**config.mk**
```make
export PLATFORM = sky130hd
export DESIGN_NAME = alex_relay_sequencer_flat
export DESIGN_NICKNAME = d
export VERILOG_FILES = /design/src/rtl/alex_relay_sequencer_if.sv /design/src/rtl/alex_relay_sequencer.sv /design/src/flat_wrapper.sv
export SDC_FILE = /design/constraint.sdc
export NUM_CORES = 1
export LEC_CHECK = 0
export ABC_CLOCK_PERIOD_IN_PS = 4100
export CORE_ASPECT_RATIO = 1.25
export CORE_UTILIZATION = 40
export CTS_CLUSTER_DIAMETER = 150
export DETAILED_ROUTE_END_ITERATION = 8
export GPL_ROUTABILITY_DRIVEN = 0
export GPL_TIMING_DRIVEN = 0
export PLACE_DENSITY_LB_ADDON = 0.3
export SYNTH_ARGS = -nofsm -noshare
export SYNTH_HDL_FRONTEND = slang
export SYNTH_SLANG_ARGS = --single-unit
export TNS_END_PERCENT = 30
```
**constraint.sdc**
```tcl
create_clock -name clk -period 4.1 [get_ports clk]
set_clock_uncertainty 0.05 [all_clocks]
set_input_delay 0.82 -clock clk [delete_from_list [all_inputs] [get_ports clk]]
set_output_delay 0.82 -clock clk [all_outputs]
set_load 0.01 [all_outputs]
```
**src/rtl/alex_relay_sequencer_if.sv**
```systemverilog
// Request/drive bundle between the C&C register decode (master) and the
// Alex relay sequencer (slave). Widths follow the relay counts.
interface alex_relay_sequencer_if #(
  parameter int N_TX = 3,
  parameter int N_RX = 4
);
  localparam int TXW = $clog2(N_TX);
  localparam int RXW = $clog2(N_RX);

  // Requests from the register decode
  logic [TXW-1:0]  tx_sel;
  logic [RXW-1:0]  rx_sel;
  logic            rx1_out_req;

  // Relay drives and transmit gating back out
  logic [N_TX-1:0] ant_tx;
  logic [N_RX-2:0] rx_ant;
  logic            rx1_out;
  logic            tx_inhibit;
  logic            busy;

  modport master (
    output tx_sel, rx_sel, rx1_out_req,
    input  ant_tx, rx_ant, rx1_out, tx_inhibit, busy
  );

  modport slave (
    input  tx_sel, rx_sel, rx1_out_req,
    output ant_tx, rx_ant, rx1_out, tx_inhibit, busy
  );
endinterface

```
**src/rtl/alex_relay_sequencer.sv**
```systemverilog
// Alex antenna relay sequencer: decodes TX antenna, RX input and Rx_1_out
// requests into relay drives and wraps every relay change in an
// inhibit -> break -> switch -> settle sequence so relays never hot-switch.
module alex_relay_sequencer #(
  parameter int N_TX         = 3,
  parameter int N_RX         = 4,
  parameter int BREAK_CYCLES = 122880,
  parameter int MAKE_CYCLES  = 614400
) (
  input logic                  clk,
  input logic                  rst_n,
  alex_relay_sequencer_if.slave bus
);

  localparam int TXW  = $clog2(N_TX);
  localparam int RXW  = $clog2(N_RX);
  localparam int MAXC = (BREAK_CYCLES > MAKE_CYCLES) ? BREAK_CYCLES : MAKE_CYCLES;
  localparam int CW   = $clog2(MAXC) + 1;

  // Counts are loaded with N-1 so the move/release lands exactly N edges later
  localparam logic [CW-1:0] BREAK_LOAD = CW'(BREAK_CYCLES - 1);
  localparam logic [CW-1:0] MAKE_LOAD  = CW'(MAKE_CYCLES - 1);

  typedef enum logic [1:0] {
    ST_IDLE  = 2'd0,
    ST_BREAK = 2'd1,
    ST_MAKE  = 2'd2
  } state_t;

  typedef struct packed {
    logic [TXW-1:0] tx;
    logic [RXW-1:0] rx;
    logic           rx1;
  } req_t;

  req_t            w_req;
  req_t            w_tgt;
  logic            w_valid;
  logic            w_pending;
  logic            w_load;
  logic [N_TX-1:0] w_ant_tx;
  logic [N_RX-2:0] w_rx_ant;

  state_t          r_state;
  logic [CW-1:0]   r_cnt;
  req_t            r_last;
  req_t            r_applied;
  logic [N_TX-1:0] r_ant_tx;
  logic [N_RX-2:0] r_rx_ant;
  logic            r_rx1_out;
  logic            r_tx_inhibit;
  logic            r_busy;

  // Request qualification, pending detection and one-hot decode of the target
  always_comb begin
    // NOTE: every combinational output gets a default first so no latch is inferred.
    w_ant_tx = '0;
    w_rx_ant = '0;

    w_req     = '{tx: bus.tx_sel, rx: bus.rx_sel, rx1: bus.rx1_out_req};
    w_valid   = (32'(w_req.tx) < N_TX) && (32'(w_req.rx) < N_RX);
    // Invalid requests fall back to the most recent valid one
    w_tgt     = w_valid ? w_req : r_last;
    w_pending = w_valid && (w_req != r_applied);

    // Relays move at the end of BREAK, or on any new request while settling
    w_load = ((r_state == ST_BREAK) && (r_cnt == '0)) ||
             ((r_state == ST_MAKE)  && w_pending);

    for (int i = 0; i < N_TX; i++) begin
      w_ant_tx[i] = (w_tgt.tx == TXW'(i));
    end
    // Code 0 means no RX input selected: all bits stay clear
    for (int j = 1; j < N_RX; j++) begin
      w_rx_ant[j-1] = (w_tgt.rx == RXW'(j));
    end
  end

  // Remember the latest valid request so an invalid one cannot steer a sequence
  always_ff @(posedge clk or negedge rst_n) begin
    // NOTE: sequential state uses non-blocking assignments only; reset is async active-low.
    if (!rst_n) begin
      r_last <= '0;
    end else begin
      r_last <= w_tgt;
    end
  end

  // Sequencer FSM with registered relay drives, inhibit and busy
  always_ff @(posedge clk or negedge rst_n) begin
    if (!rst_n) begin
      // Power-up behaves like a fresh relay move: full settle before TX is released
      r_state      <= ST_MAKE;
      r_cnt        <= MAKE_LOAD;
      r_applied    <= '0;
      r_ant_tx     <= N_TX'(1);
      r_rx_ant     <= '0;
      r_rx1_out    <= 1'b0;
      r_tx_inhibit <= 1'b1;
      r_busy       <= 1'b1;
    end else begin
      // Relay drives are loaded as whole one-hot words, never bit by bit
      if (w_load) begin
        r_applied <= w_tgt;
        r_ant_tx  <= w_ant_tx;
        r_rx_ant  <= w_rx_ant;
        r_rx1_out <= w_tgt.rx1;
      end

      case (r_state)
        ST_IDLE: begin
          if (w_pending) begin
            r_state      <= ST_BREAK;
            r_cnt        <= BREAK_LOAD;
            r_tx_inhibit <= 1'b1;
            r_busy       <= 1'b1;
          end
        end

        ST_BREAK: begin
          if (r_cnt == '0) begin
            r_state <= ST_MAKE;
            r_cnt   <= MAKE_LOAD;
          end else begin
            r_cnt <= r_cnt - 1'b1;
          end
        end

        ST_MAKE: begin
          if (w_pending) begin
            // Inhibit is already high, so a late change only restarts the settle
            r_cnt <= MAKE_LOAD;
          end else if (r_cnt == '0) begin
            r_state      <= ST_IDLE;
            r_tx_inhibit <= 1'b0;
            r_busy       <= 1'b0;
          end else begin
            r_cnt <= r_cnt - 1'b1;
          end
        end

        default: begin
          // Unreachable encoding: recover through a full settle with TX blocked
          r_state      <= ST_MAKE;
          r_cnt        <= MAKE_LOAD;
          r_tx_inhibit <= 1'b1;
          r_busy       <= 1'b1;
        end
      endcase
    end
  end

  assign bus.ant_tx     = r_ant_tx;
  assign bus.rx_ant     = r_rx_ant;
  assign bus.rx1_out    = r_rx1_out;
  assign bus.tx_inhibit = r_tx_inhibit;
  assign bus.busy       = r_busy;

endmodule

```
**src/flat_wrapper.sv**
```systemverilog
// flat-port wrapper written by rule: the top's interface ports become plain ports
module alex_relay_sequencer_flat 
#(
  parameter int N_TX         = 3,
  parameter int N_RX         = 4,
  parameter int BREAK_CYCLES = 122880,
  parameter int MAKE_CYCLES  = 614400
)
  (clk, rst_n, bus_tx_sel, bus_rx_sel, bus_rx1_out_req, bus_ant_tx, bus_rx_ant, bus_rx1_out, bus_tx_inhibit, bus_busy);
  alex_relay_sequencer_if #(.N_TX(N_TX), .N_RX(N_RX)) bus_i ();
  input logic clk;
  input logic rst_n;
  input wire logic [$bits(bus_i.tx_sel)-1:0] bus_tx_sel;
  input wire logic [$bits(bus_i.rx_sel)-1:0] bus_rx_sel;
  input wire logic [$bits(bus_i.rx1_out_req)-1:0] bus_rx1_out_req;
  output wire logic [$bits(bus_i.ant_tx)-1:0] bus_ant_tx;
  output wire logic [$bits(bus_i.rx_ant)-1:0] bus_rx_ant;
  output wire logic [$bits(bus_i.rx1_out)-1:0] bus_rx1_out;
  output wire logic [$bits(bus_i.tx_inhibit)-1:0] bus_tx_inhibit;
  output wire logic [$bits(bus_i.busy)-1:0] bus_busy;
  assign bus_i.tx_sel = bus_tx_sel;
  assign bus_i.rx_sel = bus_rx_sel;
  assign bus_i.rx1_out_req = bus_rx1_out_req;
  assign bus_ant_tx = bus_i.ant_tx;
  assign bus_rx_ant = bus_i.rx_ant;
  assign bus_rx1_out = bus_i.rx1_out;
  assign bus_tx_inhibit = bus_i.tx_inhibit;
  assign bus_busy = bus_i.busy;
  alex_relay_sequencer #(.N_TX(N_TX), .N_RX(N_RX), .BREAK_CYCLES(BREAK_CYCLES), .MAKE_CYCLES(MAKE_CYCLES)) u_core (.clk(clk), .rst_n(rst_n), .bus(bus_i));
endmodule
```
==> impl_metrics.json, run 1 <==
{
  "synth_area_um2": 2130,
  "max_freq_mhz": 300,
  "synth_warnings": 0,
  "clk_pin_slew_worst_paths_ns": 0.08,
  "postCtsSetupRepairBufs": 0,
  "cp_max_fo": 6,
  "avgSynthCellArea_um2": 9.66,
  "synth.distinct_cells": 49,
  "grt_use_total_pct": 18.2,
  "period_share_pct": 81.4,
  "synth_simple_gate_area_share_pct": 18.7,
  "dr.pass1.iters": 6,
  "synth_nets": 229,
  "initial_core_util_pct": 41.8,
  "synth_compound_area_share_pct": 22.0,
  "synth_top_family_by_area": "compound AO/OA/AOI/OAI gates",
  "wl_met1_um": 1950,
  "p_sw_w": 0.000239,
  "final_core_util_pct": 48.4,
  "endpoint_kind": "register",
  "hold_viol": 0,
  "synthAdderAreaFrac_pct": 1.18,
  "power.share.combinational_pct": 14.7,
  "grt_pass1_vias": 1675,
  "grt_remaining_overflow": 0,
  "drt_first_iter_violations": 105,
  "seq_power_share_pct": 50.0,
  "setup_tns_ns": 0,
  "diodes": 0,
  "postRouteAntennaNets": 0,
  "final_common_cell": "o21ai_0",
  "final_nets": 251,
  "wirelength_um": 4400,
  "max_slew_margin_pct": 38.7,
  "switching_share_pct": 26.2,
  "critical_path.startpoint_type": "primary input",
  "path_cells": "clkdlybuf4s50_1 > or3_1 > a22o_1 > o41a_1 > a211oi_1 > or4_1 > nand3_1",
  "cts_sinks": 40,
  "p_int_w": 0.000674,
  "ff2ff_path_depth": 8,
  "detail_route.vias_per_cell": 5.63,
  "crit_required_ns": 4.23,
  "final_max_slew_viol_count": 0,
  "grt_max_degree": 41,
  "ctsResizeCount": 0,
  "highest_layer": "met4",
  "worstSetupPathType": "in2reg",
  "holdPathStages": 1,
  "drc_errors": 0,
  "status": "finished clean",
  "synth_xor_xnor_area_share_pct": 1.24,
  "ys_ff_latch": 40,
  "cts_root_buf": "clkbuf_8",
  "hold_buffers": 0,
  "p_clk_share_pct": 35.2,
  "yosysSeqAreaShare_pct": 48.2,
  "synth.mux.area_fraction_pct": 4.00,
  "wl_met2_um": 2220,
  "fp.coreArea_um2": 5080,
  "tightest_slew_ns": 0.910,
  "hpwlAfterDp_um": 3040,
  "cp_slowest_cell": "a211oi_1",
  "worst_skew_pair.late_latency_ns": 0.30,
  "cp.arrival_ns": 3.47,
  "vdd_drop_max_uv": 229,
  "drive_gt1_share_pct": 17.3,
  "grt_pass1_wl_um": 7810,
  "dieWidth_um": 67.2,
  "io_pins": 16,
  "hold_class": "reg2reg",
  "synth_cells": 220,
  "max_stage_delay_ns": 0.72,
  "clock_tree.buffer_depth": 2,
  "die_y_um": 83.5,
  "setup_viol": 0,
  "wire_per_inst_um": 14.4,
  "leakagePower_nw": 0.995,
  "io_buffers": 15,
  "cts_tree": "yes",
  "fin_crit_ns": 3.34,
  "power_density_nw_per_um2": 371,
  "die_area_um2": 5610,
  "std_cell_rows": 29,
  "cap_violations": 0,
  "h-tree-depth": 2,
  "vias": 1716,
  "rsz0062_at_grt": "no",
  "layout_common_cells": "o21ai_0, dfrtp_1, dfstp_2, inv_1, clkdlybuf4s50_1",
  "area_delta_synth_final_pct": 15.7,
  "cts_buffers": 5,
  "antenna_found_initial": 0,
  "wl_met3_um": 162
}
-- critical path, delay by kind of cell --
kind	cells	cell delay, ns
buffers and inverters	1	0.49
AO/OA/AOI/OAI	3	1.46
AND/OR/NAND/NOR	3	0.69
-- sequential cells by signal, indices dropped and copies added, names as in the netlist --
| name | flops |
|---|---|
| u_core.r_cnt | 21 |
| u_core.r_applied | 5 |
| u_core.r_last | 5 |
| u_core.bus.rx_ant | 3 |
| u_core.r_state | 2 |
| u_core.bus.ant_tx | 3 |
| u_core.bus.tx_inhibit | 1 |
-- cell type report --
type	instances	area, um^2
fill	512	2620
sequential	40	1020
multi-input combinational	157	1000
timing repair buffer	15	145
tap	62	77.6
clock buffer	5	68.8
inverter	15	56.3
buffer	8	43.8
clock inverter	3	42.5
-- layer usage --
layer,GRT usage [%],vias to the layer above
li1,-,851
met1,23.1,825
met2,29.8,32
met3,4.10,8
met4,5.80,0
met5,0,-
-- metrics by stage --
stage,area (um^2),hold WS [ns],std cells,setup WS (ns),power [W]
floorplan,2130,0.379,220,1.37,0.000541
global placement,2350,0.404,297,0.469,0.000597
detailed placement,2350,0.404,297,0.427,0.000599
CTS,2460,0.421,305,0.748,0.000924
global route,2460,0.455,305,0.571,0.000962
finish,2460,0.416,305,0.764,0.000913
-- cell families after synthesis --
group / Yosys count
AO/OA/AOI/OAI: 74
XOR/XNOR: 3
adder cells (fa/ha/maj): 2
buffers and inverters: 23
flip-flops: 40
multiplexers: 8
AND/OR/NAND/NOR: 70
-- worst paths after layout --
check,endpoint,from,slack (ns)
setup / recovery,u_core.r_cnt[8],bus_tx_sel[0],0.76
hold / removal,u_core.r_cnt[20],u_core.r_cnt[20],0.42
setup reg to reg,u_core.r_cnt[8],u_core.r_cnt[1],1.12
hold reg to reg,u_core.r_cnt[20],u_core.r_cnt[20],0.42
max in group asynchronous,u_core.r_state[0],rst_n,2.86
min in group asynchronous,u_core.r_applied[4],rst_n,0.59
-- cell usage after synthesis (all sizes together) --
cell    count  share of area (%)
ha          2                1.2
a32oi       1               0.41
mux2        4                2.1
xor2        3                1.2
or4b        2               0.94
nand4       1               0.29
dfstp      19                 23
a31o        1               0.41
o31ai       2               0.71
o21a        3                1.1
clkbuf      4               0.71
nand3       9                2.1
o311ai      1               0.41
nor3b       3                1.1
o21bai      1               0.35
o21ai      34                8.0
and3        4                1.2
a22o        3                1.2
a211oi      1               0.35
nor3        8                1.9
a211o       2               0.82
mux2i       4                1.9
a21boi      3                1.1
nand2b      3                1.2
or3         6                2.0
o41ai       3                1.6
o21ba       1               0.47
a22oi       2               0.71
inv        15                2.6
a21oi      13                3.1
nor2b       1               0.29
nand2      10                1.8
a31oi       1               0.29
buf         4                1.4
or4         3                1.1
nor4        3                1.2
o41a        1               0.53
dfrtp      21                 25
nor2       13                2.3
o32a        1               0.47
nand3b      4                1.4
-- power groups by stage --
stage,Sequential (W),Clock [W],Combinational [W]
finish,0.000457,0.000322,0.000135
CTS,0.000457,0.000331,0.000136
detailed placement,0.000463,0,0.000136
global placement,0.000463,0,0.000134
floorplan,0.000464,0,0.0000769
global route,0.000462,0.000348,0.000151
Power figures use the tool's default switching activity.
==> inputs of run 2 (changes only) <==
Settings changed: ABC_CLOCK_PERIOD_IN_PS 4100 to 2800.
Clock period 4.1 ns to 2.8 ns, I/O delays scaled along.
==> impl_metrics.json, run 2 (synthesis gave the netlist of run 1 again) <==
{
  "status": "finished clean",
  "worst_skew_pair.late_latency_ns": 0.30,
  "detail_route.vias_per_cell": 5.69,
  "postRouteAntennaNets": 0,
  "crit_family": "simple AND/OR/NAND/NOR gates",
  "fp.coreArea_um2": 5080,
  "fin_hold_ws_ns": 0.336,
  "endpoint_kind": "register",
  "die_y_um": 83.5,
  "fin_crit_ns": 2.69,
  "power.share.combinational_pct": 15.3,
  "wirelength_um": 4470,
  "p_sw_w": 0.000353,
  "reg.largest.list": "u_core.r_cnt (21), u_core.r_applied (5), u_core.r_last (5)",
  "worstSetupPathType": "reg2reg",
  "regMostFlops": "u_core.r_cnt",
  "area_delta_synth_final_pct": 18.8,
  "layout_common_cells": "o21ai_0, dfrtp_1, dfstp_2, inv_1, nor2_1",
  "rsz0062_at_grt": "no",
  "setup_ws_ns": 0.107,
  "path_cells": "inv_1 > ha_1 > or4b_4 > or4_4 > buf_6 > a211o_1 > buf_6 > and3_1 > o21ai_1",
  "die_area_um2": 5610,
  "hold_buffers": 0,
  "final_max_slew_viol_count": 0,
  "antenna_found_initial": 0,
  "grt_use_total_pct": 18.4,
  "drt_first_iter_violations": 97,
  "dieWidth_um": 67.2,
  "hold_class": "in2async",
  "critical_path.startpoint_type": "register",
  "dpl_cell_area_um2": 2350,
  "cp.arrival_ns": 2.87,
  "dr.pass1.iters": 6,
  "grt_pass1_vias": 1688,
  "p_int_w": 0.000991,
  "final_nets": 252,
  "io_pins": 16,
  "period_share_pct": 96.2,
  "crit_required_ns": 2.97,
  "hold_viol": 0,
  "final_cell_area_um2": 2520,
  "leakagePower_nw": 1.03,
  "io_buffers": 15,
  "grt_pass1_wl_um": 7910,
  "cts_sinks": 40,
  "switching_share_pct": 26.2,
  "seq_power_share_pct": 49.8,
  "h-tree-depth": 2,
  "final_common_cell": "o21ai_0",
  "drive_gt1_share_pct": 21.7,
  "largest_reg_flops": 21,
  "cp.buffers_inverters": 3,
  "hpwlAfterDp_um": 3040,
  "vdd_drop_max_uv": 336,
  "drc_errors": 0,
  "clock_tree.buffer_depth": 2,
  "cp_max_fo": 10,
  "wire_per_inst_um": 14.6,
  "vias": 1740,
  "cts_root_buf": "clkbuf_8",
  "diodes": 0,
  "cts_tree": "yes",
  "cts_buffers": 5,
  "max_slew_margin_pct": 40.7,
  "initial_core_util_pct": 41.8,
  "tightest_slew_ns": 0.889,
  "std_cell_rows": 29,
  "grt_max_degree": 41,
  "crit_path_frequent_cell": "buf_6",
  "setup_viol": 0,
  "setup_tns_ns": 0,
  "power_density_nw_per_um2": 532,
  "place_ws_ns": -0.613,
  "max_freq_mhz": 371,
  "clk_pin_slew_worst_paths_ns": 0.08,
  "cp_slowest_cell": "or4_4",
  "grt_remaining_overflow": 0,
  "p_clk_share_pct": 35.0,
  "cap_violations": 0,
  "max_stage_delay_ns": 0.55
}
-- run 2: cell types whose count changed in the layout (fill, tap and decap cells not counted), moves of 2 or more --
cell             delta
nor4_1              -2
o21ai_2             +2
o21ai_0             -2
clkbuf_1            -2
clkdlybuf4s50_1     -2
dlymetal6s2s_1      +2
nor4_2              +2
-- run 2: per-layer routing --
metal  up-vias  GRT usage [%]  routed length, um
li1        851              -                  -
met1       853           23.5               1980
met2        30           30.2               2290
met3         6           4.10                139
met4         0           5.80                 62
met5         -              0                  0
-- run 2: final timing paths --
path / startpoint / end / slack, ns / cells after the start
max: u_core.r_cnt[1] / u_core.r_cnt[2] / 0.11 / 9
min: rst_n / u_core.r_applied[4] / 0.34 / 1
max reg2reg: u_core.r_cnt[1] / u_core.r_cnt[2] / 0.11 / 9
min reg2reg: u_core.r_cnt[20] / u_core.r_cnt[20] / 0.43 / 1
max in group asynchronous: rst_n / u_core.r_state[0] / 1.82 / 1
min in group clk: u_core.r_cnt[20] / u_core.r_cnt[20] / 0.43 / 1
-- run 2: power groups by stage --
stage / sequential, W / combinational, W / clock [W]
2_1_floorplan: 0.000679 / 0.000113 / 0
3_3_place_gp: 0.000678 / 0.000196 / 0
3_5_place_dp: 0.000678 / 0.000199 / 0
4_1_cts: 0.000669 / 0.000201 / 0.000484
5_1_grt: 0.000677 / 0.000228 / 0.000510
6_report: 0.000669 / 0.000205 / 0.000470
-- run 2: through the flow --
step | std cells | power (W) | utilization (%)
3_3_place_gp | 297 | 0.000874 | 46.3
3_5_place_dp | 297 | 0.000877 | 46.2
4_1_cts | 305 | 0.00135 | 48.6
2_1_floorplan | 220 | 0.000792 | -
6_report | 306 | 0.00134 | 49.7
5_1_grt | 306 | 0.00141 | 49.7
-- run 2: timing repair --
action / in CTS / in global routing
endpoints found under the setup margin: 25 / 30
setup buffers: 0 / 1
pin swaps: 1 / 2
gates resized for setup: 5 / 15
-- run 2: area by class of cell --
cell class	instances	area, um^2
buffer	8	52.6
clock buffer	5	68.8
clock inverter	3	42.5
fill	503	2550
inverter	15	56.3
multi-input combinational	157	1040
sequential	40	1020
tap	62	77.6
timing repair buffer	16	158
-- run 2: worst register-to-register path: stages (launching register included) --
cell,delay (ns)
dfstp_2,0.38
inv_1,0.09
ha_1,0.16
or4b_4,0.47
or4_4,0.55
buf_6,0.16
a211o_1,0.31
buf_6,0.15
and3_1,0.17
o21ai_1,0.12
